==> src/rtl/opcode_pipe_hazard_if.sv <==
// ============================================================================
// Module   : opcode_pipe_hazard_if
// Brief    : Fetch/control-unit signal bundle for the pipeline hazard tracker.
// Revision : 1.0
// ============================================================================
`default_nettype none

interface opcode_pipe_hazard_if #(
    parameter int IW = 16
);
    logic [IW-1:0] InstrIF;
    logic          BranchTaken;
    logic [IW-1:0] InstrID;
    logic [3:0]    OpcodeID;
    logic [3:0]    OpcodeEX;
    logic [3:0]    OpcodeMEM;
    logic [3:0]    OpcodeWB;
    logic [3:0]    FunctionCode;
    logic          PCWrite;
    logic          IFIDWrite;
    logic          FlushIF;
    logic          Stall;
    logic          Halted;

    modport master (
        output InstrIF, BranchTaken,
        input  InstrID, OpcodeID, OpcodeEX, OpcodeMEM, OpcodeWB, FunctionCode,
        input  PCWrite, IFIDWrite, FlushIF, Stall, Halted
    );

    modport slave (
        input  InstrIF, BranchTaken,
        output InstrID, OpcodeID, OpcodeEX, OpcodeMEM, OpcodeWB, FunctionCode,
        output PCWrite, IFIDWrite, FlushIF, Stall, Halted
    );
endinterface

`default_nettype wire

==> src/rtl/opcode_pipe_hazard.sv <==
// ============================================================================
// Module   : opcode_pipe_hazard
// Brief    : ID..WB instruction tracking, load-use/branch hazard stall, flush
//            and halt control for a 4-stage-after-fetch pipeline.
// Revision : 1.0
// ============================================================================
`default_nettype none

module opcode_pipe_hazard #(
    parameter int         IW  = 16,
    parameter logic [3:0] NOP = 4'b0000
) (
    input  wire logic          clk,
    input  wire logic          rst,
    opcode_pipe_hazard_if.slave bus
);

    localparam logic [3:0] c_op_atype = 4'b0001;
    localparam logic [3:0] c_op_jump  = 4'b0010;
    localparam logic [3:0] c_op_halt  = 4'b0011;
    localparam logic [3:0] c_op_lbu   = 4'b0100;
    localparam logic [3:0] c_op_lw    = 4'b0110;
    localparam logic [3:0] c_op_and   = 4'b1001;
    localparam logic [3:0] c_op_or    = 4'b1010;
    localparam logic [3:0] c_op_blt   = 4'b1100;
    localparam logic [3:0] c_op_bgt   = 4'b1101;
    localparam logic [3:0] c_op_beq   = 4'b1110;
    localparam logic [IW-1:0] c_bubble = {NOP, {(IW-4){1'b0}}};

    function automatic logic is_writer(input logic [3:0] op);
        return op inside {c_op_atype, c_op_and, c_op_or, c_op_lbu, c_op_lw};
    endfunction

    function automatic logic is_load(input logic [3:0] op);
        return (op == c_op_lbu) || (op == c_op_lw);
    endfunction

    logic [IW-1:0] r_id, r_ex, r_mem, r_wb;
    logic          r_halted;

    logic [3:0] w_op_id, w_op_ex, w_op_mem, w_op_wb;
    logic [3:0] w_src1, w_src2;
    logic       w_id_reads, w_id_branch, w_id_jump, w_id_halt;
    logic       w_ex_d1_hit, w_ex_d2_hit, w_mem_ld_hit;
    logic       w_load_use, w_branch_haz, w_stall, w_flush, w_drained;
    logic       w_unused;

    assign w_op_id  = r_id[15:12];
    assign w_op_ex  = r_ex[15:12];
    assign w_op_mem = r_mem[15:12];
    assign w_op_wb  = r_wb[15:12];
    assign w_src1   = r_id[11:8];
    assign w_src2   = r_id[7:4];

    assign w_id_reads  = !(w_op_id inside {NOP, c_op_jump, c_op_halt});
    assign w_id_branch = w_op_id inside {c_op_blt, c_op_bgt, c_op_beq};
    assign w_id_jump   = (w_op_id == c_op_jump);
    assign w_id_halt   = (w_op_id == c_op_halt);

    // EX destination hits: op1 for every writer, op2 only for A-type function 1111
    assign w_ex_d1_hit  = is_writer(w_op_ex) && ((r_ex[11:8] == w_src1) || (r_ex[11:8] == w_src2));
    assign w_ex_d2_hit  = (w_op_ex == c_op_atype) && (r_ex[3:0] == 4'hF)
                          && ((r_ex[7:4] == w_src1) || (r_ex[7:4] == w_src2));
    assign w_mem_ld_hit = is_load(w_op_mem) && ((r_mem[11:8] == w_src1) || (r_mem[11:8] == w_src2));

    assign w_load_use   = w_id_reads && is_load(w_op_ex) && w_ex_d1_hit;
    assign w_branch_haz = w_id_branch && (w_ex_d1_hit || w_ex_d2_hit || w_mem_ld_hit);
    assign w_stall      = w_load_use || w_branch_haz;
    assign w_flush      = !w_stall && (w_id_jump || (w_id_branch && bus.BranchTaken));
    assign w_drained    = (w_op_ex == NOP) && (w_op_mem == NOP) && (w_op_wb == NOP);

    // Only opcode and function of WB reach the control unit
    assign w_unused = ^r_wb[11:4];

    always_ff @(posedge clk) begin
        if (rst) begin
            r_id     <= '0;
            r_ex     <= '0;
            r_mem    <= '0;
            r_wb     <= '0;
            r_halted <= 1'b0;
        end else if (!r_halted) begin
            if (w_stall || w_id_halt) begin
                r_ex  <= c_bubble;
                r_mem <= r_ex;
                r_wb  <= r_mem;
                if (w_id_halt && w_drained) begin
                    r_halted <= 1'b1;
                end
            end else begin
                r_id  <= w_flush ? c_bubble : bus.InstrIF;
                r_ex  <= r_id;
                r_mem <= r_ex;
                r_wb  <= r_mem;
            end
        end
    end

    assign bus.InstrID      = r_id;
    assign bus.OpcodeID     = w_op_id;
    assign bus.OpcodeEX     = w_op_ex;
    assign bus.OpcodeMEM    = w_op_mem;
    assign bus.OpcodeWB     = w_op_wb;
    assign bus.FunctionCode = r_wb[3:0];
    assign bus.Stall        = w_stall;
    assign bus.FlushIF      = w_flush && !r_halted;
    assign bus.PCWrite      = !r_halted && !w_stall && !w_id_halt;
    assign bus.IFIDWrite    = !r_halted && !w_stall && !w_id_halt;
    assign bus.Halted       = r_halted;

endmodule

`default_nettype wire

==> src/flat_wrapper.sv <==
// flat-port wrapper written by rule: the top's interface ports become plain ports
module opcode_pipe_hazard_flat 
#(
    parameter int         IW  = 16,
    parameter logic [3:0] NOP = 4'b0000
)
  (clk, rst, bus_InstrIF, bus_BranchTaken, bus_InstrID, bus_OpcodeID, bus_OpcodeEX, bus_OpcodeMEM, bus_OpcodeWB, bus_FunctionCode, bus_PCWrite, bus_IFIDWrite, bus_FlushIF, bus_Stall, bus_Halted);
  opcode_pipe_hazard_if #(.IW(IW)) bus_i ();
  input  wire logic clk;
  input  wire logic rst;
  input wire logic [$bits(bus_i.InstrIF)-1:0] bus_InstrIF;
  input wire logic [$bits(bus_i.BranchTaken)-1:0] bus_BranchTaken;
  output wire logic [$bits(bus_i.InstrID)-1:0] bus_InstrID;
  output wire logic [$bits(bus_i.OpcodeID)-1:0] bus_OpcodeID;
  output wire logic [$bits(bus_i.OpcodeEX)-1:0] bus_OpcodeEX;
  output wire logic [$bits(bus_i.OpcodeMEM)-1:0] bus_OpcodeMEM;
  output wire logic [$bits(bus_i.OpcodeWB)-1:0] bus_OpcodeWB;
  output wire logic [$bits(bus_i.FunctionCode)-1:0] bus_FunctionCode;
  output wire logic [$bits(bus_i.PCWrite)-1:0] bus_PCWrite;
  output wire logic [$bits(bus_i.IFIDWrite)-1:0] bus_IFIDWrite;
  output wire logic [$bits(bus_i.FlushIF)-1:0] bus_FlushIF;
  output wire logic [$bits(bus_i.Stall)-1:0] bus_Stall;
  output wire logic [$bits(bus_i.Halted)-1:0] bus_Halted;
  assign bus_i.InstrIF = bus_InstrIF;
  assign bus_i.BranchTaken = bus_BranchTaken;
  assign bus_InstrID = bus_i.InstrID;
  assign bus_OpcodeID = bus_i.OpcodeID;
  assign bus_OpcodeEX = bus_i.OpcodeEX;
  assign bus_OpcodeMEM = bus_i.OpcodeMEM;
  assign bus_OpcodeWB = bus_i.OpcodeWB;
  assign bus_FunctionCode = bus_i.FunctionCode;
  assign bus_PCWrite = bus_i.PCWrite;
  assign bus_IFIDWrite = bus_i.IFIDWrite;
  assign bus_FlushIF = bus_i.FlushIF;
  assign bus_Stall = bus_i.Stall;
  assign bus_Halted = bus_i.Halted;
  opcode_pipe_hazard #(.IW(IW), .NOP(NOP)) u_core (.clk(clk), .rst(rst), .bus(bus_i));
endmodule
==> config.mk <==
export PLATFORM = sky130hd
export DESIGN_NAME = opcode_pipe_hazard_flat
export DESIGN_NICKNAME = d
export VERILOG_FILES = /design/src/rtl/opcode_pipe_hazard_if.sv /design/src/rtl/opcode_pipe_hazard.sv /design/src/flat_wrapper.sv
export SDC_FILE = /design/constraint.sdc
export NUM_CORES = 1
export LEC_CHECK = 0
export ABC_CLOCK_PERIOD_IN_PS = 3800
export BUFFER_PORTS_ARGS = -buffer_cell sky130_fd_sc_hd__buf_2
export CAP_MARGIN = 25
export CORE_AREA = 8 8 77 79
export CTS_CLUSTER_SIZE = 25
export DETAILED_ROUTE_END_ITERATION = 8
export DIE_AREA = 0 0 85 87
export PLACE_DENSITY = 0.8
export SYNTH_ARGS = -nofsm -noshare
export SYNTH_HDL_FRONTEND = slang
export SYNTH_SLANG_ARGS = --single-unit
==> constraint.sdc <==
create_clock -name clk -period 3.8 [get_ports clk]
set_clock_uncertainty 0.2 [all_clocks]
set_input_delay 0.57 -clock clk [delete_from_list [all_inputs] [get_ports clk]]
set_output_delay 0.57 -clock clk [all_outputs]
set_load 0.02 [all_outputs]
==> metrics.md <==
| Metric | Value |
|---|---|
| Status | `finished, final reports clean` |
| ANT nets after route | `0` |
| Tcrit/Tclk final | `72.6%` |
| Worst-margin pin slew | `1.02 ns` |
| Num CTS Buffers | `5` |
| Pin count of the biggest net entering global routing | `72` |
| Placed cells | `352` |
| CP required | `3.03 ns` |
| Fillers | `approximately 440` |
| CP Class | `flop to output port` |
| Antenna cell count | `0` |
| Worst EP arrival | `1.99 ns` |
| H-tree levels | `2` |
| Vias per cell | `roughly 5.3` |
| Power per cell area | `423 nW/µm²` |
| YS warnings | `0` |
| Design area | `2820 µm²` |
| 1st-iter DRT viols | `163` |
| Area post-placement | `2730 µm²` |
| Number of post-CTS setup repair buffers | `0` |
| Minimum clock period | `2.76 ns` |
| Synth unique cells | `33` |
| Routed WL per cell | `between 15 and 20 µm` |
| Slew Viols, Final | `0` |
| Row count | `26` |
| LEAKAGE | `1.16 nW` |
| TritonCTS clock tree | `done` |
| Total gr overflow | `0` |
| Cell Count, Final, Fillers Out | `between 300 and 400` |
| Max-Cap Viols | `0` |
| Commonest non-fill, non-tap cells in the layout | `59 x buf_2, 52 x dfxtp_1, 36 x mux2i_1` |
| Post-CTS Hold Fix Bufs | `0` |
| Layout Area Growth over Synthesis | `12.1%` |
| Setup TNS | `0 ns` |
| Cell count after synthesis | `263` |
| Worst path max stage delay | `approximately 0.48 ns` |
| Final hold violation count | `0` |
| Global-route wire length before repair | `9020 µm` |
| Largest fanout on the critical path | `5` |
| FF+latch area | `1060 µm²` |
| Commonest non-fill, non-tap cell in the layout | `buf_2` |
| Clk sink count | `53` |
| # DRC | `0` |
| Tot GR Track Use | `15.1%` |
| Longest Clk Path Bufs | `2` |
| Cell Chain, Critical Path | `xor2_1 > nor4_1 > o2111ai_1 > nand3_1 > nor3_1 > buf_2` |
| Min-delay worst type | `flop to flop` |
| Post-cts sizing count | `0` |
| Final setup vio count | `0` |
| Via count | `1924` |
| Root buf cell | `clkbuf_8` |
| Number of global-route vias before repair | `1873` |
| Final Wtd Congestion | `about 0.86` |
| Starting Density | `51.9%` |
| Die Wd | `85 µm` |
| Mapped Avg Cell Area | `9.56 µm²` |
| DR pass1 iterations | `4` |
| Nets | `322` |
| Overall Power | `approximately 0.0012 W` |
| #FFs+latches synth | `53` |
| Maximum vdd drop | `0.223 mV` |
| Final hold slack | `0.304 ns` |
| Slew HR | `32.2%` |
| # IOs | `60` |
| Die Ht | `87 µm` |
| Multi-input gate area | `~1300 µm²` |
| Sequential area share after synthesis | `42.2%` |
| Worst-path clk slew | `0.10 ns` |
| Die area | `7400 µm²` |
| Initial antenna violation count | `0` |
| Crit. End Element | `output port` |
| Startpoint types | `flop` |
| Fraction of layout cells with a size suffix above 1 | `25.0%` |
| RSZ-0062 raised after global routing | `no` |
| Detail Placement HPWL | `4070 µm` |
| Synth Net Count | `282` |
| Mapped Area | `2510 µm²` |
| Final WL | `5540 µm` |
| Floorplan Core Area | `4850 µm²` |
| Clock Latency Late Sink | `0.32 ns` |
| Crit-path slowest cell | `dfxtp_1` |
| FMAX | `about 360 MHz` |
| Buffers on Ports | `between 50 and 60` |
-- critical path: cells and delay by family (launching register included) --
kind | cells | cell delay [ns]
DFF | 1 | 0.48
and+or+nand+nor | 3 | 0.48
AOI/OAI and AO/OA | 1 | 0.30
xor gates and xnor gates | 1 | 0.21
buffers and inverters | 1 | 0.19
-- sequential cells by signal (all words and copies together), names as in the netlist --
signal / cells
u_core.r_ex: 16
u_core.bus.InstrID: 16
u_core.r_mem: 12
u_core.bus.Halted: 1
u_core.r_wb: 8
-- worst paths after layout --
| kind | from | slack [ns] | endpoint | cells past startpoint |
|---|---|---|---|---|
| worst max-delay path | u_core.bus.InstrID[8] | 1.04 | bus_FlushIF | 6 |
| worst min-delay path | u_core.r_wb[2] | 0.30 | u_core.r_wb[2] | 2 |
| worst max register to register | u_core.r_ex[13] | 1.59 | u_core.bus.InstrID[2] | 6 |
| worst min register to register | u_core.r_wb[2] | 0.30 | u_core.r_wb[2] | 2 |
-- logic make-up after synthesis --
kind of cell / count (synthesis) / share of synthesized area [%]
xor gates and xnor gates: 24 / 8.36
muxes: 36 / 14.3
DFF: 53 / 42.2
AOI/OAI and AO/OA: 22 / 6.07
buffers and inverters: 30 / 7.21
and+or+nand+nor: 98 / 21.8
-- layout make-up --
cell class	count	share of cell area, %
tap	56	2.48
sequential	53	37.7
timing repair buffer	62	11.3
clock buffer	5	2.44
multi-input combinational	180	45.1
inverter	1	0.133
clock inverter	3	0.887
-- metrics by stage --
stage	setup slack, ns	util (%)
finish	1.04	58.2
CTS	1.05	58.2
detailed placement	1.43	56.2
global route	0.904	58.2
global placement	1.46	56.2
floorplan	1.17	-
-- cell usage after synthesis, drive strengths merged --
master    n  share of area [%]
dfxtp    53                 42
mux2i    36                 14
nor2     25                3.7
buf      20                5.7
nand2    17                2.5
nand2b   16                4.0
nand3b   16                4.8
o22ai    16                4.0
xor2     16                5.6
clkbuf    9                1.3
xnor2     8                2.8
nor4      6                1.5
nand4     5                1.5
and2      2               0.50
nand3     2               0.40
o2111ai   2               0.70
or3b      2               0.70
a21oi     1               0.35
a32o      1               0.40
a41oi     1               0.35
and4bb    1               0.50
inv       1               0.15
nor2b     1               0.25
nor3      1               0.20
nor3b     1               0.30
nor4b     1               0.35
nor4bb    1               0.40
o31ai     1               0.30
or3       1               0.25
-- per-layer routing --
layer	routed length [µm]	up-vias	part of all wire, %	track usage, %
li1	-	985	-	-
met1	2690	882	49	18.8
met2	2480	48	45	24.0
met3	277	9	5.0	4.15
met4	95	0	1.7	6.31
met5	0	-	0	0
-- report_power, final --
group	leakage, nW	internal (W)	switching [W]	total, W
clock	0.0447	0.000133	0.000192	0.000325
sequential	0.434	0.000592	0.0000486	0.000640
combinational	0.685	0.0000982	0.000130	0.000228
total	1.16	0.000823	0.000370	0.00119
Power figures use the tool's default switching activity.
